===== config.mk =====
export PLATFORM = sky130hd
export DESIGN_NAME = trans_packer_flat
export DESIGN_NICKNAME = d
export VERILOG_FILES = /design/src/rtl/trans_packer_if.sv /design/src/rtl/trans_packer.sv /design/src/flat_wrapper.sv
export SDC_FILE = /design/constraint.sdc
export NUM_CORES = 1
export LEC_CHECK = 0
export ABC_AREA = 1
export ABC_CLOCK_PERIOD_IN_PS = 7800
export CAP_MARGIN = 20
export CORE_ASPECT_RATIO = 0.6
export CORE_UTILIZATION = 47
export CTS_CLUSTER_SIZE = 10
export DETAILED_ROUTE_END_ITERATION = 6
export MAX_ROUTING_LAYER = met4
export PLACE_DENSITY = 0.66
export SLEW_MARGIN = 20
export SYNTH_ARGS = -nofsm -noshare
export SYNTH_HDL_FRONTEND = slang
export SYNTH_SLANG_ARGS = --single-unit

===== constraint.sdc =====
create_clock -name clk -period 7.8 [get_ports clk]
set_clock_uncertainty 0.05 [all_clocks]
set_input_delay 1.56 -clock clk [delete_from_list [all_inputs] [get_ports clk]]
set_output_delay 1.56 -clock clk [all_outputs]
set_load 0.1 [all_outputs]

===== src/rtl/trans_packer_if.sv =====
// Transaction handshake between trans_packer and trans_validator.
// The packer presents a 128-bit word with valid; the validator returns a one-cycle ack.
`timescale 1ns/1ps
interface trans_packer_if;
    logic [127:0] data_o;
    logic         valid_o;
    logic         ack_i;

    modport master (output data_o, output valid_o, input ack_i);
    modport slave  (input data_o, input valid_o, output ack_i);
endinterface


===== src/rtl/trans_packer.sv =====
// Assembles 16-byte big-endian frames from a byte stream into 128-bit words,
// queues them in a small FIFO and presents them on the validator handshake.
`timescale 1ns/1ps
module trans_packer #(
    parameter int DEPTH = 4,
    parameter int CNT_W = 16
) (
    input  logic                     clk,
    input  logic                     rst,
    input  logic [7:0]               in_data,
    input  logic                     in_valid,
    input  logic                     in_sof,
    trans_packer_if.master           txn,
    output logic [$clog2(DEPTH):0]   count_o,
    output logic [CNT_W-1:0]         drop_cnt_o,
    output logic                     frame_err_o,
    output logic                     ack_err_o
);

    localparam int PTR_W = $clog2(DEPTH);
    localparam int OCC_W = PTR_W + 1;
    localparam logic [OCC_W-1:0] FULL = OCC_W'(DEPTH);

    typedef enum logic { IDLE, COLLECT } state_t;

    state_t             state;
    logic [3:0]         idx;
    logic [119:0]       shift_reg;
    logic [127:0]       mem [DEPTH];
    logic [PTR_W-1:0]   rd_ptr;
    logic [PTR_W-1:0]   wr_ptr;
    logic [OCC_W-1:0]   count;

    logic               pop;
    logic               frame_done;
    logic               push;

    // A full FIFO still accepts a completing frame when the head leaves at the same edge.
    assign pop        = txn.ack_i & txn.valid_o;
    assign frame_done = in_valid & ~in_sof & (state == COLLECT) & (idx == 4'd15);
    assign push       = frame_done & ((count != FULL) | pop);

    assign txn.valid_o = (count != '0);
    assign txn.data_o  = txn.valid_o ? mem[rd_ptr] : '0;
    assign count_o     = count;

    // NOTE: the byte shifter and FIFO storage carry no reset; an empty count masks their contents.
    always_ff @(posedge clk) begin
        if (in_valid)
            shift_reg <= {shift_reg[111:0], in_data};
        if (push)
            mem[wr_ptr] <= {shift_reg, in_data};
    end

    always_ff @(posedge clk) begin
        if (rst) begin
            state       <= IDLE;
            idx         <= '0;
            rd_ptr      <= '0;
            wr_ptr      <= '0;
            count       <= '0;
            drop_cnt_o  <= '0;
            frame_err_o <= 1'b0;
            ack_err_o   <= 1'b0;
        end else begin
            if (in_valid) begin
                if (in_sof) begin
                    if (state == COLLECT)
                        frame_err_o <= 1'b1;
                    state <= COLLECT;
                    idx   <= 4'd1;
                end else if (state == IDLE) begin
                    frame_err_o <= 1'b1;
                end else if (idx == 4'd15) begin
                    state <= IDLE;
                    idx   <= '0;
                end else begin
                    idx <= idx + 4'd1;
                end
            end

            if (frame_done && !push && (drop_cnt_o != '1))
                drop_cnt_o <= drop_cnt_o + 1'b1;

            if (txn.ack_i && !txn.valid_o)
                ack_err_o <= 1'b1;

            // Power-of-two depth lets both pointers wrap by plain overflow.
            if (push)
                wr_ptr <= wr_ptr + 1'b1;
            if (pop)
                rd_ptr <= rd_ptr + 1'b1;

            case ({push, pop})
                2'b10:   count <= count + 1'b1;
                2'b01:   count <= count - 1'b1;
                default: count <= count;
            endcase
        end
    end

endmodule


===== src/flat_wrapper.sv =====
// flat-port wrapper written by rule: the top's interface ports become plain ports
module trans_packer_flat 
#(
    parameter int DEPTH = 4,
    parameter int CNT_W = 16
)
  (clk, rst, in_data, in_valid, in_sof, count_o, drop_cnt_o, frame_err_o, ack_err_o, txn_data_o, txn_valid_o, txn_ack_i);
  trans_packer_if txn_i ();
  input  logic clk;
  input  logic rst;
  input  logic [7:0] in_data;
  input  logic in_valid;
  input  logic in_sof;
  output logic [$clog2(DEPTH):0] count_o;
  output logic [CNT_W-1:0] drop_cnt_o;
  output logic frame_err_o;
  output logic ack_err_o;
  output wire logic [$bits(txn_i.data_o)-1:0] txn_data_o;
  output wire logic [$bits(txn_i.valid_o)-1:0] txn_valid_o;
  input wire logic [$bits(txn_i.ack_i)-1:0] txn_ack_i;
  assign txn_data_o = txn_i.data_o;
  assign txn_valid_o = txn_i.valid_o;
  assign txn_i.ack_i = txn_ack_i;
  trans_packer #(.DEPTH(DEPTH), .CNT_W(CNT_W)) u_core (.clk(clk), .rst(rst), .in_data(in_data), .in_valid(in_valid), .in_sof(in_sof), .txn(txn_i), .count_o(count_o), .drop_cnt_o(drop_cnt_o), .frame_err_o(frame_err_o), .ack_err_o(ack_err_o));
endmodule

---- Word-level counts from Yosys, hierarchy flattened ----
Memory sizes are Yosys's and may differ from the RTL's. A register that Yosys moved wholly into a read port is not among the register bits.
Cells that the tools add are included.
storage, ports and cells
  bits of input ports ..................... 13
  word-level logic and storage cells ...... 55
  output and inout bits ................... 150
  bits in registers ....................... 150
  memories ................................ 1
  bits in writable memories ............... 512
cells by class
  multiplexer cells ....................... 15
  reductions and logical operators ........ 10
  bitwise operators ....................... 7
  $add $sub $neg .......................... 6
  eq/ne operators ......................... 7
memory list
  name        words  width  read ports  clocked after memory_dff  wr ports  line                RTL
  u_core.mem  4      128    1           1                         1         trans_packer.sv:29  logic [127:0] mem [DEPTH];
operators by type and width
  operator               number
  $mux 128               1
  $add 16x1->16 const B  1
  $ne 16x16->1 const B   1
  $mux 4                 3
  $mux 1                 8
  $pmux 3 s2             1
  $and 1x1->1            5
  $add 2x1->2 const B    2
  $add 4x1->4 const B    1
  $eq 4x4->1 const B     1
  $mux 2                 2
  $reduce_bool 2->1      2
  $add 3x1->3 const B    1
  $logic_and 1x1->1      3
  $ne 3x3->1 const B     1
  $reduce_and 3->1       1
  $reduce_bool 3->1      1
  $sub 3x1->3 const B    1
  $eq 2x1->1 const B     1
  $eq 2x2->1 const B     1
  $logic_not 1->1        2
  $ne 2x1->1 const B     1
  $ne 2x2->1 const B     1
  $reduce_and 2->1       1
  other kinds (2)        2

---- Depth between registers and ports, before layout ----
  depth after elaboration ................. 8
  mapped depth ............................ 11
  depth with buffers taken out ............ 11

---- Worst setup path before layout ----
No wires, ideal clock.
  path type ............................... input port to flip-flop
  from .................................... input in_valid
  to ...................................... memory u_core.mem[0][0], enable pin
  path slack .............................. -0.252 ns
  cell stages on the path ................. 6
  library setup time ...................... 0.617 ns
  data required time ...................... 7.133 ns
  arrival ................................. 7.385 ns
  path buffers ............................ 0
  cells stage by stage .................... inv_2 > nor2_2 > nand2_2 > nor2_4 > nand2_1 > nor2_1
between the ends
  longest elaborated chain between the ends .. 6
RTL lines
  what                          line                RTL
  start: declaration            flat_wrapper.sv:12  input logic in_valid;
  $and 1x1->1 (3 in series)     trans_packer.sv:40  assign frame_done = in_valid & ~in_sof & (state == COLLECT) & (idx == 4'd15);
  $and 1x1->1                   trans_packer.sv:41  assign push = frame_done & ((count != FULL) | pop);
  $mux 1                        trans_packer.sv:51  if (push)
  $mux 1 (not written as such)  trans_packer.sv:52  mem[wr_ptr] <= {shift_reg, in_data};
  end: declaration              trans_packer.sv:29
Every way passes these cells.

==> results.md <==
- Full die area: 54200 µm²
- Initial DRC Count: 1232
- Switching Share: 45.5%
- Gr usage total: a little over a fifth
- Top Ports: ~160
- Pwr dens: 421 nW/µm²
- Die width: 300 µm
- Average cell area after synthesis: approximately 13 µm²
- Max-cap violations: 0
- Syn Inst Count: roughly 1900
- Final Non-Filler Cells: 2771
- Syn_nets: 1912
- Pwr Total: 12.4 mW
- Placed insts: 2668
- Starting Density: 47.6%
- Largest net degree at the start of global routing: 224
- Tightest Hold Check Type: reg2reg
- Global route overflow: 0
- Fillers: 4112
- Setup crit end kind: primary output
- Area taken by multi-input logic gates: 4870 µm²
- Flops & latches, synth: 664
- DR DRC count: 0
- Drt first pass iters: 5
- Count of cell types in the netlist: 34
- Fin area: ~30000 µm²
- P_sw: 5.63 mW
- Startpoint types: register
- Clock Tree Buf Depth: 3
- Final setup vio count: 0
- Antenna violations before repair: 0
- Worst-Skew Late Latency: 0.58 ns
- H-tree depth: 3
- Routed length per instance: 19.9 µm
- Part of the power in combinational logic: 42.1%
- Final Cycle Share: around three quarters
- Area Growth Syn to Fin: 17.5%
- Internal power: 6.75 mW
- Seq/Total Area, Yosys: 78.3%
- Required @ worst endpoint: 6.19 ns
- DP Area: 27300 µm²
- Clock Tree Root: clkbuf_16
- IO buf count: 162
- Routing usage on met2: 32.0%
- Synth top area share: 75.8%
- Core Box Area: 52600 µm²
- Antenna Nets Post-Route: 0
- Worst vdd ir: 0.000447 V
- CTS tree: yes
- Yosys top cell by area: edfxtp_1
- Clock tree sinks: 664
- Max frequency: 168 MHz
- Worst hold margin: 0.425 ns
- Num CTS Buffers: 76
- GR met3 Demand/Resource: 3.29%
- Least-Margin Pin Slew: ~1.1 ns
- Number of setup buffers added after CTS: 0
- Max-slew headroom: 24.6%
- Clock transition at path regs: 0.05 ns
- Resized Gates After CTS: 0
- Leak: 9.61 nW
- Share of cells above drive strength 1: 6.14%
- Vias post-DR: 14900
- Routed WL: 55300 µm
- Max reg flops: 512
- Die Y: 181 µm
- RSZ-0062 raised after global routing: false
- Most Crowded Layer GR: met2
- Number of flops mapped to enable cells by yosys: 632
- Main flop type after synthesis: edfxtp_1
- First-pass GRT wire length: 84800 µm
- Outcome: complete, no violations
- Gpl congestion: 0.818
- Synth cell count leaders: 632 x edfxtp_1, 547 x nor2_1, 261 x o21ai_0, 149 x a21oi_1, 71 x nand2_1
- Crit-path max FO: 61
- Cts hold-fix bufs: 0
- Max-slew violations: 0
- Final core occ: 55.9%
- Register cell area after layout: 19600 µm²
- Vias per cell: between 5 and 6
- Min cycle time layout: 5.95 ns
- Sequential share of power: between 30 and 40%
- Final hold violation count: 0
- Met1 Use GR: 29.5%
- Final net count: 2064
- Clock Power Share: about a quarter
- Most instantiated library cell after synthesis: edfxtp_1
- Diode count: 0
- Critical path class: reg2out
- Internal reg-to-reg setup slack: between 4 and 5 ns
- Mapped Area: 25000 µm²
- Hpwl dp: 28000 µm
- Synth area leaders: edfxtp_1 76%, nor2_1 8.2%, o21ai_0 5.2%
- Vias in the first global route: between 10000 and 15000
- Async S/R FF share, synth: 0%
- Row cnt: 65
- Critical Path AT: around 4.3 ns
- Synth warn: 0
==> critical path, cell delays in order (launching register included) <==
cell	delay (ns)
dfxtp_4	0.92
inv_4	0.53
buf_4	0.49
nor2_1	0.18
o21ai_0	0.10
a21oi_1	0.28
clkdlybuf4s50_1	1.20
==> power by group through the flow <==
stage	Sequential [mW]	Clock, mW	Combinational (mW)
6_report	4.07	3.10	5.21
5_1_grt	4.08	3.30	5.41
4_1_cts	4.07	3.16	5.25
3_5_place_dp	4.14	0	5.23
3_3_place_gp	4.13	0	5.24
2_1_floorplan	4.13	0	3.96
==> metrics by stage <==
stage          TNS, ns  worst slack (ns)
2_1_floorplan  -128.98            -0.252
6_report             0              1.85
3_3_place_gp         0              2.52
3_5_place_dp         0              2.49
4_1_cts              0              1.84
5_1_grt              0              1.67
==> layer usage <==
| metal | vias to the layer above | routed length, µm | part of all wire, % |
|---|---|---|---|
| li1 | 6996 | - | - |
| met1 | 7432 | 25700 | 46 |
| met2 | 365 | 25900 | 47 |
| met3 | 71 | 2680 | 4.8 |
| met4 | 0 | 1010 | 1.8 |
| met5 | - | 0 | 0 |
==> final cells by class <==
| cell class | count | area share [%] |
|---|---|---|
| multi-input combinational | 1087 | 16.6 |
| sequential | 664 | 66.7 |
| timing repair buffer | 177 | 6.07 |
| clock inverter | 5 | 0.196 |
| inverter | 37 | 0.506 |
| tap | 703 | 2.99 |
| clock buffer | 98 | 6.96 |
==> placed cells by master (no fill, tap or decap), types with 2 or more instances in the layout <==
master and n:
edfxtp_1 632, nand3_1 9, xnor2_1 5, o21ai_0 261
buf_4 11, inv_1 32, a21oi_1 149, buf_12 4
nand2_1 71, ha_1 7, dfxtp_1 30, a21oi_2 5
clkdlybuf4s50_1 161, clkbuf_1 19, clkbuf_16 79, nor2_2 3
nor2_4 6, nand4_1 4, dfxtp_4 2, xor2_1 2
nor2_1 543, inv_6 3, inv_4 2, o21ai_1 7
clkinv_8 2, nand2_2 4
==> logic make-up (layout without fill, tap and decap cells) <==
kind of cell               count (synthesis)  after routing  share of synthesized area, %
DFF                                      664            664                          78.3
adders and majority gates                  8              8                         0.430
AOI/OAI and AO/OA                        428            428                          8.72
buffers and inverters                    140            317                          2.34
xor gates and xnor gates                   7              7                         0.245
and+or+nand+nor                          644            644                          9.92
==> final timing paths <==
kind                                  from                       endpoint  cells after the start
max                               register                 txn_data_o[24]                      6
max reg2reg     u_core.idx[1]$_SDFFE_PP0P_    u_core.mem[0][70]$_DFFE_PP_                      6
min          u_core.ack_err_o$_SDFFE_PP0P_  u_core.ack_err_o$_SDFFE_PP0P_                      1
min reg2reg  u_core.ack_err_o$_SDFFE_PP0P_  u_core.ack_err_o$_SDFFE_PP0P_                      1
(Power assumes the default switching activity.)
